==> config.mk <==
export PLATFORM = sky130hd
export DESIGN_NAME = clock_ctrl_panel
export DESIGN_NICKNAME = d
export VERILOG_FILES = /design/src/rtl/clock_ctrl_panel.sv
export SDC_FILE = /design/constraint.sdc
export NUM_CORES = 1
export LEC_CHECK = 0
export BUFFER_PORTS_ARGS = -buffer_cell sky130_fd_sc_hd__buf_2
export CAP_MARGIN = 20
export CORE_MARGIN = 1
export CORE_UTILIZATION = 55
export CTS_BUF_LIST = sky130_fd_sc_hd__clkbuf_4 sky130_fd_sc_hd__clkbuf_8 sky130_fd_sc_hd__clkbuf_16
export CTS_CLUSTER_SIZE = 30
export DETAILED_ROUTE_END_ITERATION = 8
export PLACE_DENSITY = 0.76
export SYNTH_ARGS = -nofsm -noshare
export SYNTH_HDL_FRONTEND = slang
export SYNTH_SLANG_ARGS = --single-unit
==> constraint.sdc <==
create_clock -name clk -period 1.9 [get_ports clk]
set_input_delay 0.19 -clock clk [delete_from_list [all_inputs] [get_ports clk]]
set_output_delay 0.19 -clock clk [all_outputs]
set_load 0.02 [all_outputs]
==> src/rtl/clock_ctrl_panel.sv <==
// clock_ctrl_panel: debounced run/halt, single-step and stretched reset front end for the clock divider
module clock_ctrl_panel #(
  parameter int DEB_CYCLES  = 250000,
  parameter int RST_STRETCH = 16
) (
  input  logic        clk,
  input  logic        reset,
  input  logic        btn_rst,
  input  logic        btn_step,
  input  logic        sw_run,
  input  logic [1:0]  sw_speed,
  input  logic        halt_req,
  input  logic        clk_out,
  output logic        cpu_reset,
  output logic        Halt,
  output logic        freq10,
  output logic        freq100,
  output logic [15:0] step_count
);
  localparam int CW = $clog2(DEB_CYCLES);
  localparam int SW = $clog2(RST_STRETCH + 1);
  typedef enum logic [1:0] {HALTED, RUN, STEP_LOW, STEP_HIGH} state_t;
  state_t state;
  logic [4:0] raw, s1, s2, db;
  logic [SW-1:0] stretch;
  logic step_q, step_edge, halt_latched;
  assign raw = {btn_rst, btn_step, sw_run, sw_speed};
  always_ff @(posedge clk) begin
    if (reset) begin
      s1 <= '0;
      s2 <= '0;
    end else begin
      s1 <= raw;
      s2 <= s1;
    end
  end
  for (genvar i = 0; i < 5; i++) begin : g_deb
    logic [CW-1:0] cnt;
    logic d;
    always_ff @(posedge clk) begin
      if (reset) begin
        cnt <= '0;
        d <= 1'b0;
      end else if (s2[i] == d) begin
        cnt <= '0;
      end else if (cnt == CW'(DEB_CYCLES - 1)) begin
        cnt <= '0;
        d <= s2[i];
      end else begin
        cnt <= cnt + CW'(1);
      end
    end
    assign db[i] = d;
  end
  assign step_edge = db[3] && !step_q;
  assign Halt = (state == HALTED) || (state == STEP_HIGH && clk_out);
  always_ff @(posedge clk) begin
    if (reset) begin
      state <= HALTED;
      halt_latched <= 1'b0;
      step_count <= '0;
      freq10 <= 1'b0;
      freq100 <= 1'b0;
      cpu_reset <= 1'b1;
      stretch <= SW'(RST_STRETCH);
      step_q <= 1'b0;
    end else begin
      freq10 <= db[1];
      freq100 <= db[0];
      step_q <= db[3];
      cpu_reset <= db[4] || (stretch != '0);
      stretch <= db[4] ? SW'(RST_STRETCH) : (stretch != '0) ? stretch - SW'(1) : stretch;
      halt_latched <= !cpu_reset && (halt_latched || halt_req);
      step_count <= cpu_reset ? '0 : step_count + 16'(state == STEP_HIGH && clk_out);
      if (cpu_reset) state <= HALTED;
      else case (state)
        RUN:       if (!db[2] || halt_latched) state <= HALTED;
        HALTED:    if (step_edge) state <= STEP_LOW;
                   else if (db[2] && !halt_latched) state <= RUN;
        STEP_LOW:  if (!clk_out) state <= STEP_HIGH;
        STEP_HIGH: if (clk_out) state <= HALTED;
        default:   state <= HALTED;
      endcase
    end
  end
endmodule

==> out/results.txt <==
Status -> complete, no violations
Synth Warn # -> 0
Design area -> 7040 sq um
Seq cells post-synth -> 133
Ratio of final minimum period to clock period -> 96.2%
Crit. Startpoint -> state[1]
Yosys top cell by area -> dfxtp_1
Width of the chip -> 104 um
Crit path arrival time -> 2.28 ns
CP Launch Type -> flip-flop
Critical path's largest stage delay -> 0.40 ns
Number of library cell types mapped by synthesis -> 44
Final WL -> 12.0 mm
Vias per cell -> 5.53
First-pass GRT wire length -> 20.4 mm
Worst path required time -> 2.35 ns
# rows -> 36
Leakage -> 0.00228 uW
Syn Nets -> 661
Detailed-router iteration count before antenna repair -> 5
Post-DP HPWL -> 7.92 mm
WL per Instance -> 14.0 um
Final min period -> 1.83 ns
Crit-path max FO -> 3
Syn_area_per_cell -> 8.94 sq um
Vias -> 4743
Area of the core -> 9950 sq um
Share of cells above drive strength 1 -> 16.4%
CTS buffer count -> 17
Setup CP Type -> flip-flop to flip-flop
Top FF cell, synth -> dfxtp_1
Crit-path cells -> and3_4, buf_4, ha_2, nand2_1, or2_2, or4_1, a21oi_1
Max cap viols -> 0
H-tree levels -> 4
CTS tree -> yes
NumNets Final -> 731
Reg2reg end -> step_count[13]
Clock buffer depth -> 2
Reg clk slew, reported paths -> 0.06 ns
Placer Congestion -> 0.850
Synth top area share -> 46.3%
Worst slew margin -> 64.7%
Diode count -> 0
Placed cells -> 818
Slew at the pin closest to its max-slew limit -> 0.522 ns
Initial antenna violation count -> 0
Placement Cell Area -> 6230 sq um
Largest net degree at the start of global routing -> 19
Antenna-violating nets left -> 0
PortBufs -> 28
Die area -> 10900 sq um
Total congestion overflow -> 0
Area contributors post-synth -> dfxtp_1, xnor2_1, nor2_1
Die Height -> 104 um
Initial DRC Count -> 206
CTS Root Cell -> clkbuf_8
Critical Path Sink Type -> flip-flop
Clk_lat worst skew -> 0.51 ns
Setup crit end -> step_count[13]
Clock sinks -> 133
PD cells -> 983 nW/um^2
Most frequent cell after synthesis -> dfxtp_1
Hold Path Class -> input pin to flip-flop
Post-synth EDFFs -> 0
Number of global-route vias before repair -> 4607
R2r setup slk -> 0.07 ns
Final Hold Slack -> 0.0655 ns
Slew Limit Fails -> 0
Post-Route Setup TNS -> 0 ns
Final hold viol count -> 0
Final Non-Filler Cells -> 858
Worst VDD drop -> 0.000801 V
Skew final -> 0.00838 ns
FILL cells -> 721
Starting Density -> 57.7%
Post-synthesis cell count -> 643
DR DRC count -> 0
Total GRT Usage -> 23.1%
Ys async rst share -> 0%
FF-to-FF path depth -> 7
IO Pins -> 29
Area delta synth->final -> 22.5%
R2r startpoint -> state[1]
Setup-failing EPs final -> 0
Synthesized area -> 5750 sq um
Sequential area share after synthesis -> 46.3%
Fmax -> 547 MHz
Synth top cells by count -> dfxtp_1, nor2_1, xnor2_1
Slowest-stage cell, CP -> or4_1
## cell usage in the layout (no fill, tap or decap), types with 7 or more instances in the layout
cell             n
nor2_1         121
nor3_1          13
buf_2           28
or4_1            7
nand4_1         28
nor4_1          27
or3_1            9
inv_1           17
xnor2_1         60
dlygate4sd3_1    7
dfxtp_1        131
a21oi_1         17
nor2b_1         15
xor2_1          27
clkbuf_16       16
o21ai_0         11
buf_4           32
nand2_1         37
nand3_1         35
## metal layers
layer	vias up	routed length [um]	track usage (%)
met4	0	193	10.6
met1	2268	5450	26.4
met3	20	314	5.51
met5	-	0	0
li1	2382	-	-
met2	73	6030	40.8
## how the worst min path moves through the flow
stage / slack, ns / depth (start not counted) / start / end
2_1_floorplan: 0.31 / 2 / halt_req / halt_latched
3_3_place_gp: 0.40 / 2 / sw_run / s1[2]
3_5_place_dp: 0.41 / 2 / sw_run / s1[2]
4_1_cts: 0.04 / 2 / reset / s1[0]
5_1_grt: 0.08 / 2 / reset / step_q
6_report: 0.07 / 2 / reset / s1[0]
## cell type report
type	instances	area [sq um]	area share (%)
repair buffers	68	470	6.69
multi-input cells	476	2990	42.5
inverters	17	63.8	0.907
flip-flops and latches	133	2670	37.9
clock buffers	23	490	6.97
clock inverters	8	193	2.74
well taps	133	166	2.37
## metrics by stage
step           power [uW]  utilization (%)  setup WS (ns)
6_report             6910             70.7         0.0722
5_1_grt              7130             70.7       -0.00510
4_1_cts              6970             70.2         0.0370
3_5_place_dp         3240             62.5      -0.000321
3_3_place_gp         3210             62.5         0.0931
2_1_floorplan        3160                -         0.0139
## logic make-up after synthesis
logic type | share of synthesized area [%]
and+or+nand+nor | 29.4
DFF | 46.3
xor gates and xnor gates | 13.3
AOI/OAI and AO/OA | 5.86
buffers and inverters | 2.40
adders and majority gates | 1.96
muxes | 0.740
## registers in the layout, indices dropped and copies added, names as in the netlist
register,flops
g_deb.cnt,90
step_count,16
g_deb.d,5
s1,5
s2,5
stretch,5
state,2
cpu_reset,1
freq10,1
freq100,1
halt_latched,1
step_q,1
## worst max-delay path, delay by kind of cell (launching register included)
family | cells | cell delay [ns]
flip-flops | 1 | 0.34
buffers and inverters | 1 | 0.12
AND/OR/NAND/NOR | 4 | 0.99
AO/OA/AOI/OAI | 1 | 0.14
adder cells (fa/ha/maj) | 1 | 0.19
## repair_timing
action | in CTS | in global routing
pin swaps | 0 | 2
hold endpoints to repair | 8 | 0
cloned | 0 | 0
hold buffers | 7 | 0
endpoints found under the setup margin | 1 | 11
gates resized for setup | 0 | 11
buffers inserted | 1 | 1
## report_power, final
part           leakage, uW  switching [uW]  total, uW  internal [uW]
combinational     0.000871             153        289            136
sequential         0.00108            47.4       2900           2850
clock             0.000334            1150       3720           2580
total              0.00228            1350       6910           5570
No activity file was read; power rests on OpenSTA's default activity.
